===== src/rtl/fc_layer_seq.sv =====
// fc_layer_seq: collects IN activations into a registered vector that feeds a combinational
// FC layer. After a settle delay it captures the layer result and holds it until handshake.
// Latency: last accept at edge t, result captured at edge t+1+SETTLE. in_ready is low while
// waiting or holding a result, and out_data/vec stay frozen until out_ready.
//
// Ports:
//   clk, rst (async, active-high), flush (synchronous abort)
//   in_data/in_valid/in_ready : activation stream, index order 0..IN-1
//   vec                        : registered activation vector driving the layer x input
//   layer_z                    : layer result (post-ReLU) read back from the layer
//   out_data/out_valid/out_ready : captured result with valid/ready handshake
//   busy, frames               : status; frames counts completed result handshakes
module fc_layer_seq #(
   parameter int WIDTH   = 8,
   parameter int IN      = 84,
   parameter int O_WIDTH = 22,
   parameter int SETTLE  = 2
) (
   input  logic               clk,
   input  logic               rst,
   input  logic               flush,
   input  logic [WIDTH-1:0]   in_data,
   input  logic               in_valid,
   output logic               in_ready,
   output logic [WIDTH-1:0]   vec [0:IN-1],
   input  logic [O_WIDTH-1:0] layer_z,
   output logic [O_WIDTH-1:0] out_data,
   output logic               out_valid,
   input  logic               out_ready,
   output logic               busy,
   output logic [15:0]        frames
);

   localparam int AW = $clog2(IN);
   localparam int CW = AW + 1;

   typedef enum logic [1:0] {
      LOAD = 2'd0,
      WAIT = 2'd1,
      OUT  = 2'd2
   } state_t;

   state_t               state_q, state_d;
   logic [CW-1:0]        count_q, count_d;
   logic [3:0]           settle_q, settle_d;
   logic [O_WIDTH-1:0]   out_data_q, out_data_d;
   logic [15:0]          frames_q, frames_d;
   logic [WIDTH-1:0]     vec_q [0:IN-1];
   logic                 accept;

   // Next-state logic. flush is checked first so it overrides both an
   // input acceptance and an output handshake in the same cycle.
   always_comb begin
      state_d    = state_q;
      count_d    = count_q;
      settle_d   = settle_q;
      out_data_d = out_data_q;
      frames_d   = frames_q;
      accept     = 1'b0;

      if (flush) begin
         state_d  = LOAD;
         count_d  = '0;
         settle_d = '0;
      end else begin
         case (state_q)
            LOAD: begin
               if (in_valid) begin
                  accept = 1'b1;
                  if (count_q == CW'(IN - 1)) begin
                     state_d  = WAIT;
                     count_d  = '0;
                     settle_d = 4'(SETTLE);
                  end else begin
                     count_d = count_q + 1'b1;
                  end
               end
            end
            WAIT: begin
               // Give the combinational layer SETTLE cycles on the new vector
               // before sampling its output.
               if (settle_q != 4'd0) begin
                  settle_d = settle_q - 4'd1;
               end else begin
                  out_data_d = layer_z;
                  state_d    = OUT;
               end
            end
            OUT: begin
               if (out_ready) begin
                  state_d  = LOAD;
                  frames_d = frames_q + 16'd1;
               end
            end
            default: begin
               state_d = LOAD;
            end
         endcase
      end
   end

   always_ff @(posedge clk or posedge rst) begin
      if (rst) begin
         state_q    <= LOAD;
         count_q    <= '0;
         settle_q   <= '0;
         out_data_q <= '0;
         frames_q   <= '0;
      end else begin
         state_q    <= state_d;
         count_q    <= count_d;
         settle_q   <= settle_d;
         out_data_q <= out_data_d;
         frames_q   <= frames_d;
      end
   end

   // Vector storage: only the accepted slot is written, so entries of the
   // previous frame persist until overwritten.
   always_ff @(posedge clk or posedge rst) begin
      if (rst) begin
         for (int i = 0; i < IN; i++) begin
            vec_q[i] <= '0;
         end
      end else if (accept) begin
         vec_q[count_q[AW-1:0]] <= in_data;
      end
   end

   assign vec       = vec_q;
   assign in_ready  = (state_q == LOAD);
   assign out_valid = (state_q == OUT);
   assign out_data  = out_data_q;
   assign frames    = frames_q;
   assign busy      = (state_q != LOAD) || (count_q != '0);

endmodule

===== config.mk =====
export PLATFORM = sky130hd
export DESIGN_NAME = fc_layer_seq
export DESIGN_NICKNAME = d
export VERILOG_FILES = /design/src/rtl/fc_layer_seq.sv
export SDC_FILE = /design/constraint.sdc
export NUM_CORES = 1
export LEC_CHECK = 0
export CORE_AREA = 8 8 281 283
export CTS_CLUSTER_SIZE = 40
export DETAILED_ROUTE_END_ITERATION = 10
export DIE_AREA = 0 0 289 291
export DONT_BUFFER_PORTS = 1
export HOLD_SLACK_MARGIN = 0.12
export PLACE_DENSITY = 0.51
export SETUP_SLACK_MARGIN = 0.3
export SYNTH_ARGS = -nofsm -noshare
export SYNTH_HDL_FRONTEND = slang
export SYNTH_SLANG_ARGS = --single-unit
export TNS_END_PERCENT = 30

===== constraint.sdc =====
create_clock -name clk -period 46.1 [get_ports clk]
set_input_delay 9.22 -clock clk [delete_from_list [all_inputs] [get_ports clk]]
set_output_delay 9.22 -clock clk [all_outputs]
set_load 0.01 [all_outputs]

After elaboration in Yosys (flattened, before gate mapping) --
Cells that the tools add are included.
Cells by class: equal/unequal tests 8, reduce and logical (&&, ||, !) cells 14, bitwise gates (word level) 3, add/sub/neg operators 3, multiplexer cells 21, order comparisons 2
Operators with widths (count):
- $bwmux 672 | 1
- $demux 8 s7 | 1
- $mux 8 | 5
- $add 16x1->16 const B | 1
- $mux 4 | 4
- $mux 2 | 5
- $ne 3x3->1 const B | 3
- $add 8x1->8 const B | 1
- $eq 8x7->1 const B | 1
- $ge 8x8->1 const B | 1
- $lt 8x1->1 const B | 1
- $not 7->8 | 1
- $pmux 4 s2 | 1
- $reduce_and 4->1 | 2
- $reduce_bool 8->1 | 1
- $ne 3x2->1 const B | 2
- $pmux 2 s3 | 1
- $reduce_and 3->1 | 2
- $reduce_bool 2->1 | 3
- $reduce_bool 4->1 | 1
- $sub 4x1->4 const B | 1
- $mux 1 | 3
- $reduce_bool 3->1 | 1
- $eq 2x1->1 const B | 1
- other kinds (6) | 7
Word-level totals: flip-flop bits (word level) 724, bits of input ports 35, logic and storage cells 140, output and inout port bits 713

Longest topological paths before layout --
Gate-level depths: netlist of run 1.
depth in word-level cells 6, mapped depth 7, gate-level depth less buffers 6

Least setup slack after synthesis of run 1 --
No wires, ideal clock.
path kind input-to-reg, from input flush, to register vec_q, in the netlist vec[192], data arrival time 10.973 ns, buffers on the path 2, path slack 35.002 ns, setup time 0.125 ns, stages 6, data required time 45.975 ns, path through or4b_1 > buf_2 > or4_4 > buf_6 > nor2_8 > mux2_4
Between the ends: word-level cells in the longest chain between the ends 1
RTL lines:
- start: declaration | RTL line 21 | input logic flush,
- $mux 1 | RTL line 61 | if (flush) begin
- end signal: indexed assignment | RTL line 126 | vec_q[count_q[AW-1:0]] <= in_data;
- end: declaration | RTL line 48 | logic [WIDTH-1:0] vec_q [0:IN-1];
Every way passes these cells. A chain may end at the register's enable or synchronous reset.

==> summary.txt, run 1 <==
Clock network
  • Num CTS Buffers: 80
  • CTS tree: built
  • Postcts setup bufs: 0
  • Clk sinks: 724
  • Worst-path clk slew: 0.06 ns
  • Clock buffer depth: 3
  • CTS root buffer: clkbuf_16
  • Cts hold-fix bufs: 0
  • Worst-Skew Late Latency: 0.61 ns
  • H-tree Lvls: 3
  • Post-CTS sizing: 0

Drt
  • Final ANT Viol Nets: 0
  • First-pass DRT Iterations: 4
  • Via count: 15200
  • Detailed-route DRC error count: 0
  • Via density: 5.41
  • DRT Wirelength: 89400 microns
  • Drt initial violations: 660
  • WL per Instance: 31.9 microns

Placement
  • I/O Buffers: 0
  • DPL Wire Length: 60700 microns
  • Placer Congestion: 0.761

Floorplanning
  • Std cell rows: 101
  • Die X: 289 microns
  • Die ar.: 84100 sq um
  • Die Y: 291 microns
  • Core Area: 74800 sq um
  • Starting Density: 37.2%
  • I/O pin count: 748

Layout
  • Layout cell share with drive strength beyond 1: 47.3%
  • Layout Utilization: 41.9%
  • Final #Nets: 1803
  • Area Overhead vs Synth: 12.7%
  • Most common cell after layout, fill and taps aside: dfrtp_1
  • Multi-input logic area: 9300 sq um
  • Most frequent cells in the layout: dfrtp_1, mux2_2, clkbuf_16, nand2_1, nor2_1
  • Fill count: 6811
  • Storage element area: 18100 sq um

Setup path
  • Crit path launch type: input pin
  • Reg2reg path depth: 5
  • Max incr delay on CP: 0.88 ns
  • Crit Path Max Fanout: 121
  • WP data required: 46.76 ns
  • Crit path depth: 6
  • Buf/Inv on CP: 6
  • Sequence of cells on the critical path: inv_8 > buf_4 > buf_4 > buf_4 > buf_4 > buf_4
  • Crit-path slowest cell: buf_4
  • Arr. time, crit path: 13.58 ns
  • Most frequent cell on the critical path: buf_4
  • Path type of the worst setup path: input pin to async pin
  • Crit path max-delay family: buffers and inverters
  • Crit end category: async pin

Timing
  • Setup_tns: 0 ns
  • Pins Over Slew Limit: 0
  • Relative slew margins: 17.8%
  • Fmax: 77.4 MHz
  • RSZ-0062 raised after global routing: false
  • Worst slew pin tran: 1.23 ns
  • Setup Skew: 0.0295 ns
  • # setup viols final: 0
  • Post-route minimum period: 12.92 ns
  • Final Hold Vio Count: 0
  • Part of the cycle the worst path needs: 28.0%

Synthesis
  • Post-synthesis mux area share: 28.3%
  • Yosys reg bits: 724
  • Netlist Area Pre-Place: 27800 sq um
  • Number of synthesized flops with an enable pin: 0
  • Main flop type after synthesis: dfrtp_1
  • Syn Inst Count: 1769
  • Adder-cell share of the synthesized area: 0.180%
  • Syn avg cell area: 15.7 sq um
  • Synth Area in XOR/XNOR: 0.535%
  • Simple-gate portion of the synthesized area: 3.88%
  • Post-Syn Nets: 1808
  • Main combinational cell family by area after synthesis: multiplexers
  • Synth unique cells: 50
  • YS warnings: 0
  • Compound-gate portion of the synthesized area: 0.440%
  • Ys async rst share: 100%
  • Sequential cell area fraction in the yosys report: 65.1%

Pwr
  • Pwr per Cell Area: 41.9 nW/um^2
  • Leak pwr: 0.0161 uW
  • VDD IR max: 23.5 uV

Global routing
  • First-pass GRT wire length: 126000 microns
  • Initial antenna violation count: 1
  • Grt total ovfl: 0
  • Tot GR Track Use: 20.6%
  • Largest net degree at the start of global routing: 166
  • Vias in the first global route: 15800

Status
  • Status: finished clean

Hold path
  • Hold crit path type: register to register
  • Hold Path Cell Cnt: 1

Run
  • Max-Cap Viols: 0
-- layout make-up --
class                      instances  area share, %
multi-input combinational        937           29.7
antenna                            1        0.00798
inverter                          10          0.144
clock inverter                    30          0.754
timing repair buffer              11          0.303
sequential                       724           57.8
clock buffer                     111           7.46
tap                              978           3.90
-- cell usage after synthesis (2+ instances only) --
| library cell | number | share of area, % |
|---|---|---|
| dfrtp_1 | 724 | 65 |
| mux2_2 | 678 | 27 |
| clkbuf_1 | 85 | 1.1 |
| nand2_1 | 78 | 1.1 |
| nor2_1 | 42 | 0.57 |
| nand3_1 | 17 | 0.31 |
| mux2_4 | 16 | 0.86 |
| inv_1 | 10 | 0.13 |
| nand2_2 | 10 | 0.22 |
| xnor2_1 | 9 | 0.28 |
| xor2_1 | 8 | 0.25 |
| buf_2 | 6 | 0.11 |
| a21oi_1 | 5 | 0.090 |
| a31oi_1 | 5 | 0.11 |
| nand4_1 | 5 | 0.11 |
| and2_1 | 4 | 0.090 |
| buf_1 | 4 | 0.054 |
| ha_1 | 4 | 0.18 |
| nand2b_1 | 4 | 0.090 |
| nor2_8 | 4 | 0.29 |
| or3b_2 | 4 | 0.13 |
| and3_1 | 3 | 0.067 |
| nand3b_1 | 3 | 0.081 |
| nor3_1 | 3 | 0.054 |
| nor3_2 | 3 | 0.11 |
| nor3b_1 | 3 | 0.081 |
| a22o_1 | 2 | 0.063 |
| and4_1 | 2 | 0.063 |
| buf_6 | 2 | 0.081 |
| nor2b_1 | 2 | 0.045 |
| nor4_1 | 2 | 0.045 |
| nor4b_1 | 2 | 0.063 |
| nor4bb_1 | 2 | 0.072 |
| or3_1 | 2 | 0.045 |
-- registers in the layout, summed over array words and instances (netlist names) --
name and cells:
vec 672, out_data 22, frames 16, count_q 8
settle_q 4, state_q 2
-- report_power, final --
group | switching (uW) | internal, uW
registers | 18.2 | 646
clock network | 257 | 365
logic | 19.0 | 9.69
total | 294 | 1020
-- stage by stage --
stage,power [uW],instance area [sq um],hold slack (ns),instances,setup WS [ns]
CTS,1340,31400,0.556,2801,32.91
finish,1320,31400,0.553,2802,33.18
detailed placement,706,28800,0.545,2660,32.25
global route,1360,31400,0.583,2801,32.37
global placement,704,28800,0.546,2660,32.44
floorplan,697,27800,0.504,1769,16.57
-- cell families after synthesis --
| family | after synthesis |
|---|---|
| buffers and inverters | 108 |
| XOR/XNOR | 17 |
| adder cells (fa/ha/maj) | 4 |
| multiplexers | 695 |
| AND/OR/NAND/NOR | 203 |
| flip-flops | 724 |
| AO/OA/AOI/OAI | 18 |
-- layer usage --
layer	vias up	GRT usage (%)	wire length (microns)
met2	570	34.9	44600
li1	6234	-	-
met4	0	7.12	3110
met5	-	0	0
met3	132	8.94	9470
met1	8215	22.9	32200
-- worst paths after layout --
path / from / endpoint / slack, ns
hold / removal: frames[15]$_DFFE_PP0P_ / frames[15]$_DFFE_PP0P_ / 0.55
setup reg to reg: state_q[0]$_DFFE_PP0P_ / vec[417]$_DFFE_PP0P_ / 42.61
setup / recovery: rst / vec[371]$_DFFE_PP0P_ / 33.18
hold reg to reg: frames[15]$_DFFE_PP0P_ / frames[15]$_DFFE_PP0P_ / 0.55
max in group clk: flush / vec[417]$_DFFE_PP0P_ / 34.56
min in group asynchronous: rst / vec[475]$_DFFE_PP0P_ / 8.58
(Power assumes the default switching activity.)
==> inputs of run 2 (changes only) <==
- clock period: 46.1 -> 12.7 ns (I/O delays scaled with it)
==> run 2 against run 1 <==
Compared with the run above: total power rose to 3.7 times the previous value; register-to-register slack got worse by 33 ns; first-iteration DRC count grew 7.0%; flip-flop and latch count unchanged; worst hold slack improved by 0.016 ns; routed wire length up 0.55%; final cell count about the same; design area increased by 0.21%; sequential share of layout area decreased by 0.12 points; clock power grew to 3.7 times the previous value; global-route usage is 0.19 points higher; critical path type is now register to primary output.
==> summary.txt, run 2 (synthesized netlist as in run 1, its figures left out) <==
Setup path
  • WP data required: 10.16 ns (was 46.76 ns)
  • Arr. time, crit path: 2.15 ns (was 13.58 ns)
  • Sequence of cells on the critical path: or3_1 > nor4_1 > nand3_1 (was inv_8 > buf_4 > buf_4 > buf_4 > buf_4 > buf_4)
  • Path type of the worst setup path: register to primary output (was input pin to async pin)
  • Crit end category: primary output (was async pin)
  • Crit-path slowest cell: or3_1 (was buf_4)
  • RR Startpoint: state_q[1]$_DFFE_PP0P_ (was state_q[0]$_DFFE_PP0P_)
  • R2r setup slk: 9.51 ns (was 42.61 ns)
  • Crit Path Max Fanout: 14 (was 121)
  • Crit path max-delay family: simple AND/OR/NAND/NOR gates (was buffers and inverters)
  • Buf/Inv on CP: 0 (was 6)
  • Crit path from: count_q[2]$_DFFE_PP0P_ (was rst)
  • Crit path launch type: register (was input pin)
  • Max incr delay on CP: 0.55 ns (was 0.88 ns)

Timing
  • Final Hold Vio Count: 0 (unchanged)
  • # setup viols final: 0 (unchanged)
  • Post-route minimum period: 4.69 ns
  • Relative slew margins: 20.6% (was 17.8%)
  • Final setup margin: 8.01 ns (was 33.18 ns)
  • Worst slew pin tran: 1.19 ns (was 1.23 ns)
  • Pins Over Slew Limit: 0 (unchanged)
  • Part of the cycle the worst path needs: 37.0%
  • RSZ-0062 raised after global routing: false (unchanged)
  • Fmax: 213 MHz
  • Setup Skew: 0.0228 ns (was 0.0295 ns)
  • Setup_tns: 0 ns (unchanged)

Pwr
  • Leak pwr: 0.0161 uW (about the same)
  • Pwr per Cell Area: 153 nW/um^2 (was 41.9 nW/um^2)
  • VDD IR max: 103 uV (was 23.5 uV)

Layout
  • Area Overhead vs Synth: 12.9% (was 12.7%)
  • Max FFs per register: 672 (unchanged)
  • Most frequent cells in the layout: dfrtp_1, mux2_2, clkbuf_16, nand2_1, nor2_1 (unchanged)
  • Most common cell after layout, fill and taps aside: dfrtp_1 (unchanged)
  • Layout cell share with drive strength beyond 1: 47.0% (was 47.3%)
  • Final #Nets: 1799 (was 1803)

Clock network
  • CTS root buffer: clkbuf_16 (unchanged)
  • Worst-path clk slew: 0.06 ns (about the same)
  • Clk sinks: 724 (unchanged)
  • Num CTS Buffers: 78 (was 80)
  • Post-CTS sizing: 0 (unchanged)
  • CTS tree: built (unchanged)
  • Postcts setup bufs: 0 (unchanged)
  • H-tree Lvls: 3 (unchanged)
  • Worst-Skew Late Latency: 0.62 ns (was 0.61 ns)
  • Cts hold-fix bufs: 0 (unchanged)
  • Clock buffer depth: 3 (unchanged)

Drt
  • Via density: 5.35 (was 5.41)
  • Detailed-route DRC error count: 0 (unchanged)
  • First-pass DRT Iterations: 5 (was 4)
  • DRT Wirelength: 89900 microns (was 89400 microns)
  • Via count: 15000 (was 15200)
  • WL per Instance: 32.1 microns (was 31.9 microns)
  • Drt initial violations: 706 (was 660)
  • Final ANT Viol Nets: 0 (unchanged)

Floorplanning
  • Die ar.: 84100 sq um (unchanged)
  • Die X: 289 microns (unchanged)
  • Starting Density: 37.2% (unchanged)
  • Die Y: 291 microns (unchanged)
  • Core Area: 74800 sq um (unchanged)
  • I/O pin count: 748 (unchanged)
  • Std cell rows: 101 (unchanged)

Global routing
  • Tot GR Track Use: 20.8% (was 20.6%)
  • Grt total ovfl: 0 (unchanged)
  • Vias in the first global route: 15600 (was 15800)
  • Initial antenna violation count: 1 (unchanged)
  • First-pass GRT wire length: 127000 microns (was 126000 microns)
  • Largest net degree at the start of global routing: 170 (was 166)

Hold path
  • Hold Startpoint: frames[15]$_DFFE_PP0P_ (unchanged)
  • Hold crit path type: register to register (unchanged)

Placement
  • Placer Congestion: 0.743 (was 0.761)
  • DPL Wire Length: 61000 microns (was 60700 microns)
  • DP Worst Slack: 7.34 ns (was 32.25 ns)
  • I/O Buffers: 0 (unchanged)

Status
  • Status: finished clean (unchanged)

Run
  • Max-Cap Viols: 0 (unchanged)
## run 2: changes by cell type in the layout (fill, tap and decap cells not counted), sizes merged
cell	delta
clkbuf	+2
diode	+1
clkinvlp	+3
inv	-4
buf	-2
bufinv	+2
## run 2: layer usage
layer | part of all wire, % | wire [microns] | GRT usage, %
met2 | 50 | 45100 | 35.3
met3 | 10 | 9400 | 8.85
met1 | 37 | 32900 | 23.6
met4 | 2.8 | 2550 | 6.24
met5 | 0 | 0 | 0
## run 2: through the flow
| step | util [%] | power, uW | instance area [sq um] | cells | hold slack, ns |
|---|---|---|---|---|---|
| floorplan | - | 2530 | 27800 | 1769 | 0.504 |
| global placement | 38.5 | 2550 | 28800 | 2658 | 0.543 |
| detailed placement | 38.5 | 2560 | 28800 | 2658 | 0.558 |
| CTS | 42.0 | 4870 | 31400 | 2802 | 0.567 |
| global route | 42.0 | 4970 | 31400 | 2802 | 0.587 |
| finish | 42.0 | 4800 | 31400 | 2804 | 0.570 |
## run 2: area by class of cell
type	instances	area (sq um)
inverters	10	41.3
well taps	978	1220
clock inverters	31	327
fillers	6804	43400
clock buffers	113	2310
multi-input cells	937	9300
diodes	2	5.00
repair buffers	9	105
flip-flops and latches	724	18100
## run 2: worst reg2reg max path, stage by stage (launching register included)
cell and delay, ns:
dfrtp_1 0.49, nor4b_1 0.49, and3_1 1.02, nand2_1 0.63, mux2_2 0.44
## run 2: worst paths after layout
path,cells after the start,endpoint
max in group asynchronous,3,vec[584]$_DFFE_PP0P_
min,1,frames[15]$_DFFE_PP0P_
min reg2reg,1,frames[15]$_DFFE_PP0P_
min in group asynchronous,1,vec[192]$_DFFE_PP0P_
max,3,busy
max reg2reg,4,vec[85]$_DFFE_PP0P_
## run 2: power breakdown
group          internal (uW)  total (uW)  switching [uW]  leakage, uW
clock network           1350        2290             939      0.00131
registers               2340        2400            59.3       0.0101
logic                   35.6         106            70.4      0.00471
total                   3730        4800            1070       0.0161
